===== config.mk =====
export PLATFORM = sky130hd
export DESIGN_NAME = uart_tx
export DESIGN_NICKNAME = d
export VERILOG_FILES = /design/src/rtl/uart_pkg.sv /design/src/rtl/uart_baud_tick.sv /design/src/rtl/uart_tx.sv
export SDC_FILE = /design/constraint.sdc
export NUM_CORES = 1
export LEC_CHECK = 0
export CAP_MARGIN = 40
export CORE_MARGIN = 5
export CORE_UTILIZATION = 40
export DETAILED_ROUTE_END_ITERATION = 10
export PLACE_DENSITY_LB_ADDON = 0.12
export REMOVE_ABC_BUFFERS = 1
export SKIP_LAST_GASP = 1
export SYNTH_ARGS = -nofsm -noshare
export SYNTH_HDL_FRONTEND = slang
export SYNTH_SLANG_ARGS = --single-unit

===== constraint.sdc =====
create_clock -name clk_i -period 2.6 [get_ports clk_i]
set_clock_uncertainty 0.15 [all_clocks]
set_input_delay 0.52 -clock clk_i [delete_from_list [all_inputs] [get_ports clk_i]]
set_output_delay 0.52 -clock clk_i [all_outputs]
set_load 0.005 [all_outputs]

===== src/rtl/uart_pkg.sv =====
// Shared UART definitions: baud select type, divisor table, frame length and FSM states.
// The receiver imports the same package.
package uart_pkg;

    localparam int unsigned FRAME_BITS = 11;
    localparam int unsigned CNT_W      = 19;

    typedef logic [3:0] baud_sel_t;

    typedef enum logic {
        ST_IDLE,
        ST_SEND
    } tx_state_t;

    // Bit period in clk cycles at 100 MHz: round(100e6 / baud), baud = 300 .. 921600.
    function automatic logic [CNT_W-1:0] baud_period(input baud_sel_t sel);
        logic [CNT_W-1:0] p;
        case (sel)
            4'd0:    p = 19'd333333;
            4'd1:    p = 19'd83333;
            4'd2:    p = 19'd41667;
            4'd3:    p = 19'd20833;
            4'd4:    p = 19'd10417;
            4'd5:    p = 19'd5208;
            4'd6:    p = 19'd2604;
            4'd7:    p = 19'd1736;
            4'd8:    p = 19'd868;
            4'd9:    p = 19'd434;
            4'd10:   p = 19'd217;
            4'd11:   p = 19'd109;
            default: p = 19'd868;
        endcase
        return p;
    endfunction

endpackage


===== src/rtl/uart_baud_tick.sv =====
// Loadable down-counter: one-cycle tick_o at the end of every bit period while enabled.
module uart_baud_tick
    import uart_pkg::*;
(
    input  logic             clk_i,
    input  logic             rst_ni,
    input  logic             load_i,
    input  logic [CNT_W-1:0] period_i,
    input  logic             en_i,
    output logic             tick_o
);

    logic [CNT_W-1:0] cnt_q;
    logic [CNT_W-1:0] reload_q;

    // The period is latched at load so later baud changes cannot reach a frame in flight.
    always_ff @(posedge clk_i or negedge rst_ni) begin
        if (!rst_ni) begin
            cnt_q    <= '0;
            reload_q <= '0;
        end else if (load_i) begin
            cnt_q    <= period_i - 19'd1;
            reload_q <= period_i - 19'd1;
        end else if (en_i) begin
            if (cnt_q == '0) cnt_q <= reload_q;
            else             cnt_q <= cnt_q - 19'd1;
        end
    end

    assign tick_o = en_i && (cnt_q == '0);

endmodule


===== src/rtl/uart_tx.sv =====
// UART transmitter: fixed 11-bit frame (start, 7/8 data LSB first, optional parity, stop fill).
module uart_tx
    import uart_pkg::*;
#(
    parameter int unsigned CLK_HZ = 100_000_000
) (
    input  logic       clk_i,
    input  logic       rst_i,
    input  baud_sel_t  baud_i,
    input  logic       eight_i,
    input  logic       parity_en_i,
    input  logic       ohel_i,
    input  logic [7:0] data_i,
    input  logic       load_i,
    output logic       tx_rdy_o,
    output logic       tx_o
);

    if (CLK_HZ != 100_000_000) begin : g_clk_check
        $error("uart_tx: divisor table assumes a 100 MHz clk_i");
    end

    tx_state_t                 state_q;
    logic [FRAME_BITS-1:0]     frame_q, frame_d;
    logic [3:0]                bit_cnt_q;
    logic                      tx_q, rdy_q;
    logic                      parity;
    logic                      accept;
    logic                      tick;

    assign accept = (state_q == ST_IDLE) && load_i;

    always_comb begin
        parity  = (^data_i[6:0]) ^ (eight_i & data_i[7]) ^ ohel_i;
        frame_d = '1;
        case ({eight_i, parity_en_i})
            2'b11:   frame_d = {1'b1,   parity, data_i,      1'b0};
            2'b10:   frame_d = {2'b11,          data_i,      1'b0};
            2'b01:   frame_d = {2'b11,  parity, data_i[6:0], 1'b0};
            default: frame_d = {3'b111,         data_i[6:0], 1'b0};
        endcase
    end

    uart_baud_tick u_baud_tick (
        .clk_i    (clk_i),
        .rst_ni   (rst_i),
        .load_i   (accept),
        .period_i (baud_period(baud_i)),
        .en_i     (state_q == ST_SEND),
        .tick_o   (tick)
    );

    always_ff @(posedge clk_i or negedge rst_i) begin
        if (!rst_i) begin
            state_q   <= ST_IDLE;
            frame_q   <= '0;
            bit_cnt_q <= '0;
            tx_q      <= 1'b1;
            rdy_q     <= 1'b1;
        end else begin
            case (state_q)
                ST_IDLE: begin
                    if (load_i) begin
                        frame_q   <= frame_d;
                        tx_q      <= frame_d[0];
                        bit_cnt_q <= '0;
                        rdy_q     <= 1'b0;
                        state_q   <= ST_SEND;
                    end
                end
                default: begin
                    if (tick) begin
                        if (bit_cnt_q == 4'(FRAME_BITS - 1)) begin
                            tx_q      <= 1'b1;
                            rdy_q     <= 1'b1;
                            bit_cnt_q <= '0;
                            state_q   <= ST_IDLE;
                        end else begin
                            // tx_q already holds frame_q[0]; the next bit sits at index 1.
                            tx_q      <= frame_q[1];
                            frame_q   <= {1'b1, frame_q[FRAME_BITS-1:1]};
                            bit_cnt_q <= bit_cnt_q + 4'd1;
                        end
                    end
                end
            endcase
        end
    end

    assign tx_o     = tx_q;
    assign tx_rdy_o = rdy_q;

endmodule


; Yosys cells after proc, flatten, opt, wreduce, memory -nomap -nowiden
; Memories as Yosys holds them, arrays and structs flattened.
; Index checks and enable logic that the tools add are counted.
[word_totals]
wordCells = 55
mem_count = 1
ff_bits = 56
romBits = 288
[classes]
n_addsub = 3
n_eq_ne = 7
n_mux = 24
n_reduce_logical = 9
bitwise = 4
[mem_list]
columns = name, words, word_bits, read_ports, rd_clocked_by_memory_dff, write_ports, line
row1 = (name not given), 16, 18, 1, 0, 0, uart_pkg.sv:18  ; case (sel)
[ops]
columns = op, n
row1 = 19-bit two-way mux, 3
row2 = 11-bit two-way mux, 4
row3 = "19-bit by 1-bit subtractor with 19-bit output, second input constant", 2
row4 = 10-bit one-hot mux with 3 select lines, 1
row5 = 19-bit logical NOT, 1
row6 = 4-bit two-way mux, 4
row7 = 1-bit two-way mux, 12
row8 = 7-bit parity, 1
row9 = 3-bit AND reduction, 2
row10 = "4-bit by 1-bit adder with 4-bit output, second input constant", 1
row11 = "2-bit equality test, second input constant", 2
row12 = "4-bit equality test, second input constant", 1
row13 = "2-bit by 1-bit inequality test with 1-bit output, second input constant", 2
row14 = 2-bit nonzero test, 2
row15 = "2-bit by 1-bit equality test with 1-bit output, second input constant", 1
row16 = 1-bit logical AND, 2
row17 = "2-bit inequality test, second input constant", 1
row18 = 2-bit AND reduction, 1
row19 = 1-bit XOR, 2
row20 = 1-bit AND, 1
row21 = 1-bit inverter, 1

; Logic depth before layout (Yosys ltp)
; Gate-level depths: netlist (run 1).
[logic_depth]
ltp_word = 6
depth_mapped = 12
depth_no_buf = 11

; By module
; From an unflattened synthesis (run 1), not the netlist that was laid out.
[unflattened]
cells_unflattened = 448
area_unflattened_um2 = 3754.9
[modules_own_cells]
columns = module, cells_per_inst, area_per_inst_um2, seq_area_each_um2, n_inst
row1 = uart_baud_tick, 291, 2456.1, 950.9, 1
row2 = uart_tx, 157, 1298.7, 427.9, 1

; Least setup slack after synthesis (run 1)
; Ideal clock, no wire load.
[synth_path]
path_kind = input to register
start = input port baud_i[1]
end = register u_baud_tick.cnt_q[14]
stages = 12
arrival_time_ns = 2.659
setup_time_ns = 0.143
setup_slack_ns = -0.352
required_time_ns = 2.307
cell_sequence = clkbuf_1 > inv_1 > ha_1 > nand2b_1 > a21oi_1 > inv_1 > ha_1 > and3_1 > a41oi_1 > a221oi_1 > o21ai_0 > o221ai_1
[synth_between]
elab_chain_len = 3
[synth_lines]
columns = element, line
row1 = start: declaration, uart_tx.sv:9  ; input baud_sel_t baud_i,
row2 = memory read 16 x 18 bit, --
row3 = 19-bit by 1-bit subtractor with 19-bit output, uart_baud_tick.sv:22  ; cnt_q <= period_i - 19'd1;
row4 = 19-bit two-way mux, uart_baud_tick.sv:21  ; end else if (load_i) begin
row5 = end signal: assignment, uart_baud_tick.sv:22
row6 = end signal: assignment, uart_baud_tick.sv:25  ; if (cnt_q == '0) cnt_q <= reload_q;
row7 = end signal: assignment, uart_baud_tick.sv:26  ; else cnt_q <= cnt_q - 19'd1;
row8 = end: declaration, uart_baud_tick.sv:13  ; logic [CNT_W-1:0] cnt_q;
; Every way passes these cells.
; A chain may end at the register's enable or synchronous reset.

; Worst setup path in the final report (run 1)
[layout_path]
start = input port baud_i[0]
end = register u_baud_tick.cnt_q[6]
; The elaborated chain is that of the path after synthesis.

==> summary.log, run 1 <==
[synthesis] share of the synthesized area in the top cell type 36.3%
[sta] transition time at the pin with the least slew margin 0.561 ns
[route] DRC violations left 0
[global_routing] GRT overflow 0
[synthesis] distinct cell type count after synthesis 61
[die] Starting Density 41.5%
[job] max cap viols 0
[placed_design] Placed Cells 591
[clock_tree] number of buffers between clock root and the deepest sink 2
[die] die extent in x 106 um
[synthesis] largest cells by area after synthesis sky130_fd_sc_hd__dfrtp_1, sky130_fd_sc_hd__nand2_1, sky130_fd_sc_hd__ha_1, sky130_fd_sc_hd__o21ai_0, sky130_fd_sc_hd__xnor2_1
[global_routing] antenna violations before repair 0
[placed_design] HPWL Detailed 7400 um
[critical_path] CP endpoint kind flip-flop
[synthesis] mean instance size in the synthesized netlist 8.43 sq um
[clock_tree] number of sinks driven by the clock tree 55
[cells_and_area] Area growth, synth to finish 23.0%
[synthesis] most used standard cell by instance count after synthesis sky130_fd_sc_hd__nand2_1
[synthesis] area of the mapped netlist 3650 sq um
[cells_and_area] final net count 527
[critical_path] CP Class in2reg
[global_routing] wire length of the first global-routing pass 16700 um
[cells_and_area] Finished Layout Cells 601
[synthesis] share of synthesized cell area in and, or, nand and nor gates 21.6%
[cells_and_area] fraction of layout instances using a drive strength above 1 17.6%
[pwr] Leakage 1.96 nW
[clock_tree] post-CTS clock slew at the launch and capture registers of the worst setup and hold paths 0.10 ns
[route] Detailed Route Iter0 Violations 208
[cells_and_area] Ant. Diodes 0
[route] ratio of routed vias to standard cells 5.63
[synthesis] primary flip-flop cell chosen by synthesis mapping sky130_fd_sc_hd__dfrtp_1
[pwr] power density relative to cell area 553 nW/um^2
[route] total wire length after detailed routing 9780 um
[synthesis] mux contribution to synthesized area 3.60%
[cells_and_area] core occupancy in the finished layout 51.0%
[clock_tree] clock insertion delay at the later pin of the skew report 0.30 ns
[synthesis] FFs w/ async S/R, synth 100%
[placed_design] # port buffers 19
[synthesis] most common library cells after synthesis sky130_fd_sc_hd__nand2_1, sky130_fd_sc_hd__dfrtp_1, sky130_fd_sc_hd__o21ai_0
[synthesis] count of flip-flops with a built-in enable after synthesis 0
[die] number of core rows 34
[clock_tree] TritonCTS clock tree built
[critical_path] Crit Path Max Fanout 4
[clock_tree] clock root buffer master sky130_fd_sc_hd__clkbuf_8
[synthesis] number of warnings issued by yosys 0
[synthesis] area leader, netlist sky130_fd_sc_hd__dfrtp_1
[synthesis] sequential area share after synthesis 37.8%
[route] detailed-route wire length per cell 16.3 um
[die] area inside the core boundary 8810 sq um
[clock_tree] H-tree depth 2
[global_routing] pin count of the biggest net entering global routing 37
[cells_and_area] Non-Filler Cell Area, Final 4490 sq um
[placed_design] Placed Area 4310 sq um
[die] chip height 106 um
[pwr] highest ir drop seen on vdd 0.250 mV
[sta] max-slew violations 0
[placed_design] GPL Wtd Cong 0.891
[global_routing] vias in the first global route 3318
[sta] Period minus WS final 2.45 ns
[synthesis] area fraction in compound gates after synthesis 21.2%
[synthesis] combinational family with the most area after synthesis simple AND/OR/NAND/NOR gates
[synthesis] adder-cell share of the synthesized area 5.82%
[sta] post-route fraction of the period consumed by the critical path 94.1%
[die] I/O pin count 20
[min_path] Min-Delay Path Class in2async
[synthesis] cell count after synthesis 433
[sta] worst slew margin relative to its limit 62.5%
[clock_tree] number of buffers added to fix hold violations after cts 0
[critical_path] type of element launching the critical path input pin
[run_status] status completed
[global_routing] GR Util All Layers 18.3%
[sta] maximum clock rate 409 MHz
[critical_path] Crit path arrival time 2.50 ns
[die] total die area 11100 sq um
[sta] number of setup violations in the final report 0
[route] total number of vias 3381
[route] number of search-and-repair iterations in the first detailed-routing pass 5
[clock_tree] Num CTS Buffers 5
[route] Post-DRT Antenna Nets 0
[critical_path] required time at the endpoint of the critical path 2.66 ns
[synthesis] Seq cells post-synth 55
[sta] setup repair after global routing missed its margin no
[sta] Final Hold Violating Endpoints 0
[synthesis] xor-xnor portion of the synthesized cell area 5.41%
registers in the layout, summed over array words and instances (netlist names):
register              flops
bit_cnt_q                 4
frame_q                  10
state_q                   1
tx_o                      1
tx_rdy_o                  1
u_baud_tick.cnt_q        19
u_baud_tick.reload_q     19
power by group:
group | total, mW | internal [mW] | switching [mW]
clock | 0.483 | 0.216 | 0.267
combinational | 0.795 | 0.413 | 0.382
sequential | 1.20 | 1.02 | 0.181
total | 2.48 | 1.65 | 0.830
repair_timing:
item,CTS,global route
setup endpoints to repair,16,18
pin swaps,7,0
setup buffers,2,0
gates resized for setup,18,2
cell families (layout without fill, tap and decap cells):
logic type,Yosys count,count (layout)
and+or+nand+nor,164,164
xor gates and xnor gates,21,21
buffers and inverters,42,102
adders and majority gates,17,17
muxes,13,13
DFF,55,55
AOI/OAI and AO/OA,121,121
routing by layer:
layer / track usage [%] / up-vias / wire, um
li1: - / 1674 / -
met5: 0 / - / 0
met2: 30.8 / 74 / 4760
met3: 3.18 / 12 / 365
met1: 23.9 / 1621 / 4450
met4: 6.01 / 0 / 203
worst paths after layout:
check	startpoint	end	slack (ns)	depth (start not counted)
max	baud_i[0]	u_baud_tick.cnt_q[6]	0.15	13
max reg2reg	u_baud_tick.cnt_q[11]	bit_cnt_q[3]	0.20	6
min reg2reg	frame_q[10]	frame_q[10]	0.32	2
max in group asynchronous	rst_i	tx_rdy_o	1.66	2
min	rst_i	bit_cnt_q[0]	0.03	1
min in group clk_i	frame_q[10]	frame_q[10]	0.32	2
worst max-delay path, cell delays in order:
cell                            delay, ns
sky130_fd_sc_hd__dlygate4sd2_1       0.25
sky130_fd_sc_hd__inv_2               0.11
sky130_fd_sc_hd__ha_4                0.15
sky130_fd_sc_hd__nand2b_1            0.08
sky130_fd_sc_hd__a21oi_2             0.15
sky130_fd_sc_hd__inv_1               0.09
sky130_fd_sc_hd__ha_4                0.18
sky130_fd_sc_hd__and3_1              0.18
sky130_fd_sc_hd__a41oi_2             0.20
sky130_fd_sc_hd__buf_4               0.16
sky130_fd_sc_hd__nor3b_2             0.04
sky130_fd_sc_hd__xnor2_1             0.15
sky130_fd_sc_hd__a221oi_1            0.24
through the flow:
| stage | power, mW | setup slack (ns) | TNS [ns] | hold slack (ns) |
|---|---|---|---|---|
| 6_report | 2.48 | 0.153 | 0 | 0.0253 |
| 5_1_grt | 2.67 | 0.0172 | 0 | 0.0418 |
| 4_1_cts | 2.49 | 0.108 | 0 | 0.0295 |
| 3_5_place_dp | 1.99 | -0.565 | -8.93 | 0.306 |
| 3_3_place_gp | 1.97 | -0.509 | -8.15 | 0.300 |
| 2_1_floorplan | 1.68 | -0.325 | -3.58 | 0.0744 |
cells in the final DEF (no fill, tap or decap), drive strengths merged, types with 4 or more instances in the layout:
cell type,count
dfrtp,53
xor2,4
mux2i,12
clkbuf,7
o22ai,5
nor2,36
clkdlybuf4s50,14
nor2b,8
ha,17
nand2,57
o211ai,8
nor4,8
a31oi,10
nand3,10
buf,61
a311oi,5
xnor2,16
nand2b,5
o21ai,41
inv,14
o31ai,8
a21oi,17
nor3,15
layout make-up:
cell class / instances / area (sq um)
Fill cell: 869 / 4320
Clock buffer: 7 / 86.3
Timing Repair Buffer: 79 / 651
Tap cell: 108 / 135
Clock inverter: 1 / 5.00
Multi-Input combinational cell: 336 / 2180
Inverter: 15 / 56.3
Sequential cell: 55 / 1380
No activity file was read; power rests on OpenSTA's default activity.
==> inputs of run 2 (changes only) <==
--- a/config.mk
+++ b/config.mk
@@ -7,7 +7,7 @@
 export LEC_CHECK = 0
 export CAP_MARGIN = 40
 export CORE_MARGIN = 5
-export CORE_UTILIZATION = 40
+export CORE_UTILIZATION = 60
 export DETAILED_ROUTE_END_ITERATION = 10
 export PLACE_DENSITY_LB_ADDON = 0.12
 export REMOVE_ABC_BUFFERS = 1
==> run 2 against run 1 <==
  * Global-route usage increased by 7.3 points
  * Clock power decreased by 2%
  * Maximum frequency decreased by 0.84%
  * Worst hold slack got worse by 0.0095 ns
  * Combinational power decreased by 2.5%
  * Critical path depth unchanged
  * Total power decreased by 1.1%
  * Register-to-register slack got worse by 0.06 ns
  * Flip-flop and latch count unchanged
  * Critical path type unchanged
  * Critical endpoint unchanged
==> summary.log, run 2 (synthesis gave the netlist of run 1 again) <==
[min_path] Min-Delay Path Class in2async
[pwr] net switching component of the power 0.846 mW
[route] DRC violations left 0
[die] area inside the core boundary 5920 sq um
[cells_and_area] Non-Filler Cell Area, Final 4400 sq um
[global_routing] GRT overflow 0
[placed_design] Placed Area 4240 sq um
[global_routing] wire length of the first global-routing pass 15600 um
[critical_path] Crit Path Max Fanout 7
[critical_path] required time at the endpoint of the critical path 2.67 ns
[clock_tree] TritonCTS clock tree built
[route] Post-DRT Antenna Nets 0
[critical_path] CP Class in2reg
[die] Starting Density 61.7%
[sta] worst slew margin relative to its limit 63.8%
[cells_and_area] leading registers by flop count u_baud_tick.cnt_q x19, u_baud_tick.reload_q x19, frame_q x10
[clock_tree] H-tree depth 2
[cells_and_area] final net count 521
[route] total number of vias 3446
[sta] setup repair after global routing missed its margin no
[critical_path] most numerous cell on the critical path sky130_fd_sc_hd__buf_4
[critical_path] sequence of cells on the critical path dlygate4sd2_1 -> buf_4 -> buf_4 -> nor2b_1 -> a21oi_2 -> inv_1 -> ha_2 -> and3_1 -> a41oi_2 -> buf_4 -> nor3b_2 -> xnor2_1 -> a221oi_1
[placed_design] GPL Wtd Cong 0.941
[sta] Period minus WS final 2.47 ns
[pwr] share of power burned in combinational logic 31.6%
[pwr] net switching fraction of the power 34.5%
[global_routing] pin count of the biggest net entering global routing 46
[sta] maximum clock rate 405 MHz
[pwr] relative contribution of the clock network to total power 19.3%
[die] number of core rows 28
[clock_tree] number of buffers between clock root and the deepest sink 2
[route] total wire length after detailed routing 9580 um
[pwr] power density relative to cell area 558 nW/um^2
[critical_path] largest incremental delay on the critical path 0.26 ns
[global_routing] vias in the first global route 3286
[job] max cap viols 0
[cells_and_area] Area growth, synth to finish 20.5%
[cells_and_area] Ant. Diodes 0
[die] I/O pin count 20
[route] detailed-route wire length per cell 17.0 um
[cells_and_area] fraction of layout instances using a drive strength above 1 16.8%
[clock_tree] number of sinks driven by the clock tree 55
[pwr] Internal Pwr Total 1.61 mW
[pwr] Leakage 1.94 nW
[cells_and_area] core occupancy in the finished layout 74.3%
[die] total die area 7750 sq um
[sta] post-route fraction of the period consumed by the critical path 94.9%
[sta] transition time at the pin with the least slew margin 0.537 ns
[critical_path] slowest cell on the critical path sky130_fd_sc_hd__dlygate4sd2_1
[sta] setup TNS 0 ns
[route] Detailed Route Iter0 Violations 258
[sta] number of setup violations in the final report 0
[critical_path] type of element launching the critical path input pin
[pwr] sequential group share of total power 49.1%
[clock_tree] post-CTS clock slew at the launch and capture registers of the worst setup and hold paths 0.11 ns
[clock_tree] clock insertion delay at the later pin of the skew report 0.32 ns
[global_routing] GR Util All Layers 25.6%
[pwr] post-layout power 2.45 mW
[global_routing] antenna violations before repair 0
[sta] max-slew violations 0
[clock_tree] clock root buffer master sky130_fd_sc_hd__clkbuf_8
[placed_design] HPWL Detailed 6830 um
[cells_and_area] Fill cells 435
[clock_tree] Num CTS Buffers 5
[run_status] status completed
[sta] Post-Route Hold Slack 0.0159 ns
[die] die extent in x 88.0 um
[cells_and_area] commonest cells after routing, fill and taps aside sky130_fd_sc_hd__nand2_1, sky130_fd_sc_hd__dfrtp_1, sky130_fd_sc_hd__buf_4
[route] number of search-and-repair iterations in the first detailed-routing pass 4
[placed_design] # port buffers 19
[pwr] highest ir drop seen on vdd 0.433 mV
[critical_path] Crit path arrival time 2.53 ns
[cells_and_area] most common cell after layout, fill and taps aside sky130_fd_sc_hd__nand2_1
[critical_path] CP endpoint kind flip-flop
[route] ratio of routed vias to standard cells 6.13
[sta] Final Hold Violating Endpoints 0
[die] chip height 88.0 um
[run 2: changes by cell type in the layout (fill, tap and decap cells not counted), sizes merged]
| cell | delta |
|---|---|
| dlygate4sd2 | -1 |
| buf | -6 |
| clkbuf | -1 |
| clkinvlp | +1 |
| dlymetal6s2s | +1 |
[run 2: per-layer routing]
layer,track usage (%),routed length [um],vias up
li1,-,-,1666
met1,32.6,4190,1640
met2,42.8,4660,118
met3,4.33,484,22
met4,11.4,246,0
met5,0,0,-
[run 2: critical path, delay by kind of cell]
family | cells | cell delay (ns)
and+or+nand+nor | 3 | 0.53
AOI/OAI and AO/OA | 3 | 0.37
adders and majority gates | 1 | 0.21
xor gates and xnor gates | 1 | 0.11
buffers and inverters | 5 | 0.79
[run 2: final timing paths]
check / cells after the start / from / endpoint / slack (ns)
min in group clk_i: 2 / frame_q[10] / frame_q[10] / 0.33
worst min register to register: 2 / frame_q[10] / frame_q[10] / 0.33
max in group asynchronous: 2 / rst_i / tx_o / 1.66
worst max register to register: 9 / u_baud_tick.cnt_q[0] / frame_q[8] / 0.14
worst max-delay path: 13 / baud_i[1] / u_baud_tick.cnt_q[6] / 0.13
worst min-delay path: 1 / rst_i / bit_cnt_q[0] / 0.02
[run 2: through the flow]
stage,setup slack [ns],std cells
6_report,0.133,562
5_1_grt,0.00222,562
4_1_cts,0.0649,561
3_5_place_dp,-0.601,553
3_3_place_gp,-0.502,553
2_1_floorplan,-0.325,406
[run 2: repair_timing]
item                       CTS  global route
buffers inserted             0             1
hold buffers                 0             0
pin swaps                    2             1
setup endpoints to repair   19             9
resized for setup           14             4
[run 2: cell type report]
| class | instances | area, sq um | share of cell area [%] |
|---|---|---|---|
| Timing Repair Buffer | 73 | 618 | 14.1 |
| Tap cell | 75 | 93.8 | 2.13 |
| Multi-Input combinational cell | 336 | 2170 | 49.3 |
| Clock buffer | 6 | 72.6 | 1.65 |
| Clock inverter | 2 | 12.5 | 0.284 |
| Inverter | 15 | 56.3 | 1.28 |
| Sequential cell | 55 | 1380 | 31.3 |
[run 2: power groups by stage]
stage          Combinational (mW)  Clock [mW]  Sequential (mW)
2_1_floorplan               0.507           0             1.17
3_3_place_gp                0.722           0             1.21
3_5_place_dp                0.750           0             1.21
4_1_cts                     0.763       0.480             1.20
5_1_grt                     0.861       0.510             1.23
6_report                    0.775       0.472             1.21
